**config.mk**
```make
export PLATFORM = sky130hd
export DESIGN_NAME = paddle_ctrl_flat
export DESIGN_NICKNAME = d
export VERILOG_FILES = /design/src/rtl/paddle_ctrl_if.sv /design/src/rtl/paddle_ctrl.sv /design/src/flat_wrapper.sv
export SDC_FILE = /design/constraint.sdc
export NUM_CORES = 1
export LEC_CHECK = 0
export BUFFER_PORTS_ARGS = -buffer_cell sky130_fd_sc_hd__buf_2
export CAP_MARGIN = 15
export CELL_PAD_IN_SITES_DETAIL_PLACEMENT = 1
export CELL_PAD_IN_SITES_GLOBAL_PLACEMENT = 1
export CORE_ASPECT_RATIO = 2
export CORE_MARGIN = 1.5
export CORE_UTILIZATION = 33
export CTS_BUF_LIST = sky130_fd_sc_hd__clkbuf_4 sky130_fd_sc_hd__clkbuf_8
export DETAILED_ROUTE_END_ITERATION = 6
export PLACE_DENSITY = 0.65
export SLEW_MARGIN = 20
export SYNTH_ARGS = -nofsm -noshare
export SYNTH_HDL_FRONTEND = slang
export SYNTH_SLANG_ARGS = --single-unit
export TNS_END_PERCENT = 50
```
**constraint.sdc**
```tcl
create_clock -name clk -period 6.2 [get_ports clk]
set_clock_uncertainty 0.1 [all_clocks]
set_input_delay 1.86 -clock clk [delete_from_list [all_inputs] [get_ports clk]]
set_output_delay 1.86 -clock clk [all_outputs]
set_load 0.005 [all_outputs]
```
**src/rtl/paddle_ctrl_if.sv**
```systemverilog
`default_nettype none
// ============================================================================
// Module      : paddle_ctrl_if
// Description : Bundle of paddle controller inputs (tick, side, mode, keys,
//               ball_y) and outputs (pos_x, pos_y, speed, edge flags).
//               master : drives the inputs and observes the outputs
//               slave  : the paddle controller itself
// Revision    : 1.0 - initial release
// ============================================================================
interface paddle_ctrl_if #(
    parameter int X_W = 10,
    parameter int Y_W = 9
);
    logic           tick;
    logic           side;
    logic           mode;
    logic           key_up;
    logic           key_down;
    logic [Y_W-1:0] ball_y;
    logic [X_W-1:0] pos_x;
    logic [Y_W-1:0] pos_y;
    logic [2:0]     speed;
    logic           at_top;
    logic           at_bottom;

    modport master (
        output tick, side, mode, key_up, key_down, ball_y,
        input  pos_x, pos_y, speed, at_top, at_bottom
    );

    modport slave (
        input  tick, side, mode, key_up, key_down, ball_y,
        output pos_x, pos_y, speed, at_top, at_bottom
    );
endinterface
`default_nettype wire

```
**src/rtl/paddle_ctrl.sv**
```systemverilog
`default_nettype none
// ============================================================================
// Module      : paddle_ctrl
// Description : Pong paddle controller. Once per movement tick it moves the
//               paddle under human keys or an AI ball tracker, accelerates
//               while one direction is held, clamps to the playfield and
//               flags edge contact.
// Ports       : clk, rst (sync, active-high)
//               bus.tick/side/mode/key_up/key_down/ball_y  (inputs)
//               bus.pos_x/pos_y/speed/at_top/at_bottom      (outputs)
// Revision    : 1.0 - initial release
// ============================================================================
module paddle_ctrl #(
    parameter int X_W         = 10,
    parameter int Y_W         = 9,
    parameter int SCREEN_H    = 480,
    parameter int PAD_H       = 56,
    parameter int LEFT_X      = 0,
    parameter int RIGHT_X     = 614,
    parameter int RESET_Y     = 212,
    parameter int MAX_SPEED   = 4,
    parameter int AI_SPEED    = 3,
    parameter int ACCEL_TICKS = 8,
    parameter int DEADZONE    = 4
) (
    input  wire logic     clk,
    input  wire logic     rst,
    paddle_ctrl_if.slave  bus
);
    localparam int CNT_W = $clog2(ACCEL_TICKS + 1);

    localparam logic [Y_W:0]   c_MAX_Y   = (Y_W+1)'(SCREEN_H - PAD_H);
    localparam logic [Y_W:0]   c_HALF    = (Y_W+1)'(PAD_H / 2);
    localparam logic [Y_W:0]   c_DZ      = (Y_W+1)'(DEADZONE);
    localparam logic [Y_W-1:0] c_RESET_Y = Y_W'(RESET_Y);
    localparam logic [CNT_W-1:0] c_ACCEL = CNT_W'(ACCEL_TICKS);

    // The request encoding reuses the state encoding: NONE == IDLE.
    typedef enum logic [1:0] {
        S_IDLE = 2'd0,
        S_UP   = 2'd1,
        S_DN   = 2'd2
    } state_t;

    state_t           r_state, w_state_nxt, w_req;
    logic [Y_W-1:0]   r_pos_y, w_pos_nxt;
    logic [2:0]       r_speed, w_spd_nxt, w_cap;
    logic [CNT_W-1:0] r_cnt, w_cnt_nxt;
    logic [Y_W:0]     w_centre, w_ball, w_pos_ext, w_step, w_sum;

    // Direction request; all compares are one bit wider so nothing wraps.
    always_comb begin
        w_req    = S_IDLE;
        w_centre = {1'b0, r_pos_y} + c_HALF;
        w_ball   = {1'b0, bus.ball_y};
        if (bus.mode) begin
            if (w_ball + c_DZ < w_centre)
                w_req = S_UP;
            else if (w_ball > w_centre + c_DZ)
                w_req = S_DN;
        end else begin
            if (bus.key_up && !bus.key_down)
                w_req = S_UP;
            else if (bus.key_down && !bus.key_up)
                w_req = S_DN;
        end
    end

    assign w_cap = bus.mode ? 3'(AI_SPEED) : 3'(MAX_SPEED);

    always_comb begin
        w_state_nxt = r_state;
        w_spd_nxt   = r_speed;
        w_cnt_nxt   = r_cnt;
        w_pos_nxt   = r_pos_y;
        w_pos_ext   = {1'b0, r_pos_y};
        w_step      = '0;
        w_sum       = '0;
        if (bus.tick) begin
            if (w_req == S_IDLE) begin
                w_state_nxt = S_IDLE;
                w_spd_nxt   = 3'd0;
                w_cnt_nxt   = '0;
            end else begin
                if (w_req != r_state) begin
                    w_state_nxt = w_req;
                    w_spd_nxt   = 3'd1;
                    w_cnt_nxt   = CNT_W'(1);
                end else begin
                    if (r_cnt == c_ACCEL && r_speed < w_cap) begin
                        w_spd_nxt = r_speed + 3'd1;
                        w_cnt_nxt = CNT_W'(1);
                    end else if (r_cnt != c_ACCEL) begin
                        w_cnt_nxt = r_cnt + CNT_W'(1);
                    end
                    // A switch into AI mode can leave speed above the new cap.
                    if (w_spd_nxt > w_cap)
                        w_spd_nxt = w_cap;
                end
                // Move by the updated speed on this same tick.
                w_step = (Y_W+1)'(w_spd_nxt);
                w_sum  = w_pos_ext + w_step;
                if (w_req == S_UP)
                    w_pos_nxt = (w_pos_ext < w_step) ? '0 : Y_W'(w_pos_ext - w_step);
                else
                    w_pos_nxt = (w_sum > c_MAX_Y) ? Y_W'(c_MAX_Y) : Y_W'(w_sum);
            end
        end
    end

    always_ff @(posedge clk) begin
        if (rst) begin
            r_state <= S_IDLE;
            r_pos_y <= c_RESET_Y;
            r_speed <= 3'd0;
            r_cnt   <= '0;
        end else begin
            r_state <= w_state_nxt;
            r_pos_y <= w_pos_nxt;
            r_speed <= w_spd_nxt;
            r_cnt   <= w_cnt_nxt;
        end
    end

    assign bus.pos_x     = bus.side ? X_W'(RIGHT_X) : X_W'(LEFT_X);
    assign bus.pos_y     = r_pos_y;
    assign bus.speed     = r_speed;
    assign bus.at_top    = (r_pos_y == '0);
    assign bus.at_bottom = ({1'b0, r_pos_y} == c_MAX_Y);
endmodule
`default_nettype wire
```
**src/flat_wrapper.sv**
```systemverilog
// flat-port wrapper written by rule: the top's interface ports become plain ports
module paddle_ctrl_flat 
#(
    parameter int X_W         = 10,
    parameter int Y_W         = 9,
    parameter int SCREEN_H    = 480,
    parameter int PAD_H       = 56,
    parameter int LEFT_X      = 0,
    parameter int RIGHT_X     = 614,
    parameter int RESET_Y     = 212,
    parameter int MAX_SPEED   = 4,
    parameter int AI_SPEED    = 3,
    parameter int ACCEL_TICKS = 8,
    parameter int DEADZONE    = 4
)
  (clk, rst, bus_tick, bus_side, bus_mode, bus_key_up, bus_key_down, bus_ball_y, bus_pos_x, bus_pos_y, bus_speed, bus_at_top, bus_at_bottom);
  paddle_ctrl_if #(.X_W(X_W), .Y_W(Y_W)) bus_i ();
  input  wire logic clk;
  input  wire logic rst;
  input wire logic [$bits(bus_i.tick)-1:0] bus_tick;
  input wire logic [$bits(bus_i.side)-1:0] bus_side;
  input wire logic [$bits(bus_i.mode)-1:0] bus_mode;
  input wire logic [$bits(bus_i.key_up)-1:0] bus_key_up;
  input wire logic [$bits(bus_i.key_down)-1:0] bus_key_down;
  input wire logic [$bits(bus_i.ball_y)-1:0] bus_ball_y;
  output wire logic [$bits(bus_i.pos_x)-1:0] bus_pos_x;
  output wire logic [$bits(bus_i.pos_y)-1:0] bus_pos_y;
  output wire logic [$bits(bus_i.speed)-1:0] bus_speed;
  output wire logic [$bits(bus_i.at_top)-1:0] bus_at_top;
  output wire logic [$bits(bus_i.at_bottom)-1:0] bus_at_bottom;
  assign bus_i.tick = bus_tick;
  assign bus_i.side = bus_side;
  assign bus_i.mode = bus_mode;
  assign bus_i.key_up = bus_key_up;
  assign bus_i.key_down = bus_key_down;
  assign bus_i.ball_y = bus_ball_y;
  assign bus_pos_x = bus_i.pos_x;
  assign bus_pos_y = bus_i.pos_y;
  assign bus_speed = bus_i.speed;
  assign bus_at_top = bus_i.at_top;
  assign bus_at_bottom = bus_i.at_bottom;
  paddle_ctrl #(.X_W(X_W), .Y_W(Y_W), .SCREEN_H(SCREEN_H), .PAD_H(PAD_H), .LEFT_X(LEFT_X), .RIGHT_X(RIGHT_X), .RESET_Y(RESET_Y), .MAX_SPEED(MAX_SPEED), .AI_SPEED(AI_SPEED), .ACCEL_TICKS(ACCEL_TICKS), .DEADZONE(DEADZONE)) u_core (.clk(clk), .rst(rst), .bus(bus_i));
endmodule
```
Word-level counts from Yosys, hierarchy flattened. Cells that the tools add are included. W data, S select, Z words.

Flip-flop bits (word level): 18. Bits in latches: 0. Memory bits (writable): 0. ROM bits: 0. Word-level logic and storage cells: 60. Memories kept: 0.

Add/subtract/negate cells: 7. Multiply operators: 0. Div/mod/pow operators: 0. Order comparisons: 6. Equality and inequality tests: 5. Shift-type cells: 0. Mux-type cells: 25. Bitwise logic cells: 1. Reductions and logical operators: 12.

Operators with widths (number): $mux W3 (10); $mux W9 (3); $mux W4 (4); $mux W2 (7); $add A10 B3 Y10 const B (1); $add A9 B3 Y10 (1); $add A9 B3 Y10 const B (1); $add A9 B5 Y10 const B (1); $gt A10 B9 Y1 const B (1); $gt A9 B10 Y1 (1); $lt A10 B10 Y1 (1); $mux W10 (1); $eq A9 B9 Y1 const B (1); $logic_not A9 Y1 (1); $lt A9 B3 Y1 (1); $sub A9 B3 Y9 (1); $reduce_and A2 Y1 (3); $add A4 B1 Y4 const B (1); $eq A4 B4 Y1 const B (1); $ne A4 B4 Y1 const B (1); $reduce_bool A4 Y1 (1); $add A3 B1 Y3 const B (1); $gt A3 B3 Y1 (1); $logic_and A1 B1 Y1 (3); 7 further kinds (8).

Logic depth before layout (Yosys ltp).
Depth after elaboration: 19. Gate-level depth with buffers: 28. Depth with buffers taken out: 27.

Worst setup path before layout. No wires, ideal clock.

Kind: input-to-reg. Start: input port bus_mode. End: register u_core.r_pos_y[2] (netlist: u_core.bus.pos_y[2]). Library setup time: 87 ps. Data arrival time: 6420 ps. Slack: -407 ps. Stages: 24. Buffers on the path: 0. Cells stage by stage: ha_1 a21oi_1 o21ai_0 nor2_1 mux2_2 ha_1 a21oi_1 nor2_1 nor2_1 a31oi_1 mux2_2 nor3b_2 inv_1 ha_1 inv_1 fa_1 o21bai_1 a21oi_1 a311oi_1 a31oi_1 o21ai_1 nand2_1 o221a_2 o31ai_1.

Cells in the longest elaborated chain, start to end: 16.

Ends and longest elaborated chain: start: declaration (RTL line flat_wrapper.sv:22) `input wire logic [$bits(bus_i.mode)-1:0] bus_mode;`; $mux W3 (RTL line paddle_ctrl.sv:69) `assign w_cap = bus.mode ? 3'(AI_SPEED) : 3'(MAX_SPEED);`; $lt A3 B3 Y1 (RTL line paddle_ctrl.sv:90) `if (r_cnt == c_ACCEL && r_speed < w_cap) begin`; $logic_and A1 B1 Y1 (RTL line paddle_ctrl.sv:90); $mux W3 (RTL line paddle_ctrl.sv:90); $mux W3 (RTL line paddle_ctrl.sv:85) `if (w_req != r_state) begin`; $mux W3 (RTL line paddle_ctrl.sv:80) `if (w_req == S_IDLE) begin`; $mux W3 (RTL line paddle_ctrl.sv:79) `if (bus.tick) begin`; $gt A3 B3 Y1 (RTL line paddle_ctrl.sv:97) `if (w_spd_nxt > w_cap)`; $mux W3 (RTL line paddle_ctrl.sv:97); $mux W3 (RTL line paddle_ctrl.sv:85); $mux W3 (RTL line paddle_ctrl.sv:80); $mux W3 (RTL line paddle_ctrl.sv:79); $add A9 B3 Y10 (RTL line paddle_ctrl.sv:102) `w_sum = w_pos_ext + w_step;`; $gt A10 B9 Y1 (RTL line paddle_ctrl.sv:106) `w_pos_nxt = (w_sum > c_MAX_Y) ? Y_W'(c_MAX_Y) : Y_W'(w_sum);`; $mux W9 (RTL line paddle_ctrl.sv:106); $mux W9 (RTL line paddle_ctrl.sv:103) `if (w_req == S_UP)`; end signal: assignment (RTL line paddle_ctrl.sv:114) `r_pos_y <= c_RESET_Y;`; end signal: assignment (RTL line paddle_ctrl.sv:119) `r_pos_y <= w_pos_nxt;`; end: declaration (RTL line paddle_ctrl.sv:46) `logic [Y_W-1:0] r_pos_y, w_pos_nxt;`.

Parallel ways exist; a longest one is shown, timed or not. The select of a mux whose other input is x is not followed. A chain may end at the register's enable or synchronous reset.

Worst setup path in the final report. Ends and elaborated chain as after synthesis.

==> metrics.txt <==
Final Cycle Share 101%; TritonCTS Buffers 3; total of max-cap violations 0; unrepaired setup endpoints after global routing yes; power density over cell area ~140 nW/µm²; kind of critical path in2reg; Min-Delay Path Class reg2reg; antenna diode count 0; async set or reset register ratio after synthesis 0%; maximum fanout along the worst path 6; final-layout setup total negative slack -0.0328 ns; signed area change from the synthesized netlist to the final layout 37.2%; drt drc 0; minimum setup slack in the final design -0.0328 ns; post-detailed-route via-to-cell ratio 5.77; number of vias after detailed routing 3073; sequential power share a little over a quarter; power share of the combinational group 54.4%; area used by multi-input combinational logic 2410 µm²; total count of hold-check failures in the final report 0; clock-pin slew on the worst setup and hold paths 0.08 ns; Initial DRC Count 109; family with the most delay on the worst path compound AO/OA/AOI/OAI gates; maximum operating frequency 160 MHz; Avg Inst Size Synth ~7.5 µm²; clock latency on the worst-skew pair 0.27 ns; worst slew margin relative to its limit 53.1%; CTS tree yes; Layout fillers 997; Critical Path Max Stage Delay 0.41 ns; area of all sequential standard cells 360 µm²; area inside the core boundary 7940 µm²; DIE WIDTH 66.9 µm; Critical-path top delay cell fa_2; Required @ worst endpoint 6.28 ns; Synth Warn # 0; switching fraction of total power 40.3%; commonest non-fill, non-tap cells in the layout 64 x buf_4, 32 x ha_1, 27 x buf_2; slew of the pin with the lowest slew margin 0.686 ns; starting density of the core 34.0%; register area share after synthesis between 10% and 20%; drt pass-1 iters 4; EDFF count, synth 0; Die Area 8760 µm²; leakage dissipation 1.63 nW; wire length of the first global-routing pass 16.4 mm; height of the chip roughly 130 µm; most frequently used flop master after synthesis dfxtp_1; P_sw 0.210 mW; Std-Cell Rows between 40 and 50; count of pins on the block boundary 40; via count of the first global-routing pass about 3400; element type at the critical path end flop; pins over their slew limit 0; clock group share of total power 19.7%; share of cells above drive strength 1 between 30% and 40%; flops & latches, synth 18; H-tree lvl count 1; Crit path top cell by count ha_4; last weighted congestion value of the routability-driven placer just under 0.9; final routed wirelength across all metal layers between 10 and 15 mm; gate count of the mapped netlist 359; outcome finished with violations; Fin Hold WS around 0.4 ns; GR Overflow Total 0; CP Launch Type input pin; most frequent standard cell in the layout excluding fill and tap cells buf_4; post-synthesis instance area 2700 µm²; Clock Path Buffers 2; violations in the final reports setup timing; fin nets 494; largest net degree at the start of global routing 18; antenna violations before repair 0; CP Data Arrival Time 6.32 ns; All-Layer GR Usage 25.1%; Buffers & Inverters on Critical Path 3; internal power component 0.310 mW; post-route minimum period 6.23 ns; cts-stage hold buffer count 0; Netlist cell types between 60 and 70; number of buffers added on ports 28; Sink Count 18; number of endpoints failing setup at the final stage 1; drt wl/cell between 15 and 20 µm; dpl hpwl slightly below 9 mm; cell chosen for the clock root clkbuf_8; maximum ir drop on the vdd rail 0.103 mV; number of antenna-violating nets in the routed design 0
registers in the layout, indices dropped and copies added, names as in the netlist:
signal,flops
u_core.r_state,2
u_core.bus.pos_y,9
u_core.r_cnt,4
u_core.bus.speed,3
what timing repair did:
action,in CTS,in global routing
endpoints found under the hold margin,0,0
pin swaps,10,25
resized for setup,13,34
setup endpoints to repair,9,9
buffers inserted,1,2
final cells by class:
| type | instances | area share [%] |
|---|---|---|
| Multi-Input combinational cell | 294 | 65.2 |
| Timing Repair Buffer | 93 | 17.5 |
| Clock buffer | 4 | 1.49 |
| Tap cell | 96 | 3.24 |
| Sequential cell | 18 | 9.73 |
| Inverter | 28 | 2.91 |
kinds of logic after synthesis:
kind of cell	count (synthesis)	share of synthesized area, %
simple gates	127	24.5
compound gates	96	25.5
buf+inv	51	8.58
fa+ha+maj	40	19.1
xor+xnor	22	7.14
flops	18	13.4
mux	4	1.62
other cells	1	0.139
metrics by stage:
stage | power (mW) | setup slack (ns) | instance area, µm² | util [%] | instances
global placement | 0.371 | -0.506 | 3380 | 42.5 | 526
CTS | 0.491 | 0.00361 | 3520 | 44.3 | 531
floorplan | 0.272 | 0.00484 | 2780 | - | 363
global route | 0.552 | -0.246 | 3700 | 46.6 | 533
finish | 0.520 | -0.0328 | 3700 | 46.6 | 533
detailed placement | 0.376 | -0.489 | 3380 | 42.5 | 526
worst register-to-register path: cells and delay by family, from the launching register on:
kind,cells,cell delay [ns]
compound gates,9,1.61
buf+inv,8,1.02
simple gates,8,1.40
flops,1,0.43
fa+ha+maj,3,0.78
xor+xnor,2,0.38
routing by layer:
metal  track usage (%)  vias up  share of wire, %
met2              53.0       59                61
li1                  -     1468                 -
met3              1.46       33               2.1
met1              21.6     1513                31
met5                 0        -                 0
met4              13.9        0               5.8
synth_stat cells, drive strengths merged, types with 3 or more instances:
master    n  area share [%]
a211o     3            0.97
a211oi    5             1.4
a21o      6             1.7
a21oi    27             5.4
a2bb2oi   3            0.97
a31oi     7             1.6
and2      5             1.2
and3      4            0.93
buf      12             3.2
clkbuf   11             1.5
dfxtp    18              13
ha       38              18
inv      28             3.9
mux2      3             1.3
nand2    28             3.9
nand2b    3            0.70
nand3    15             2.8
nand3b    3            0.83
nand4     4            0.93
nor2     25             3.5
nor2b     3            0.70
nor3     14             2.6
nor3b     4             1.3
nor4      5             1.2
o21ai     9             1.7
o31ai     5             1.6
o32ai     4             1.3
or3       7             1.8
or4       3            0.83
xnor2    18             5.8
xor2      4             1.3
path summary, 6_finish.rpt:
| check | startpoint | endpoint | slack [ns] | depth (start not counted) |
|---|---|---|---|---|
| worst max-delay path | bus_mode | u_core.bus.pos_y[2] | -0.03 | 25 |
| worst min-delay path | u_core.r_state[0] | u_core.r_state[0] | 0.40 | 2 |
| worst max register to register | u_core.bus.pos_y[3] | u_core.bus.pos_y[2] | 0.41 | 30 |
| worst min register to register | u_core.r_state[0] | u_core.r_state[0] | 0.40 | 2 |
power by group through the flow:
stage / combinational, mW / clock, mW / sequential (mW)
after detailed placement: 0.239 / 0 / 0.137
after floorplan: 0.137 / 0 / 0.134
after global placement: 0.234 / 0 / 0.137
final: 0.283 / 0.102 / 0.135
after global routing: 0.308 / 0.108 / 0.136
after CTS: 0.253 / 0.104 / 0.134
No activity file was read; power rests on OpenSTA's default activity.
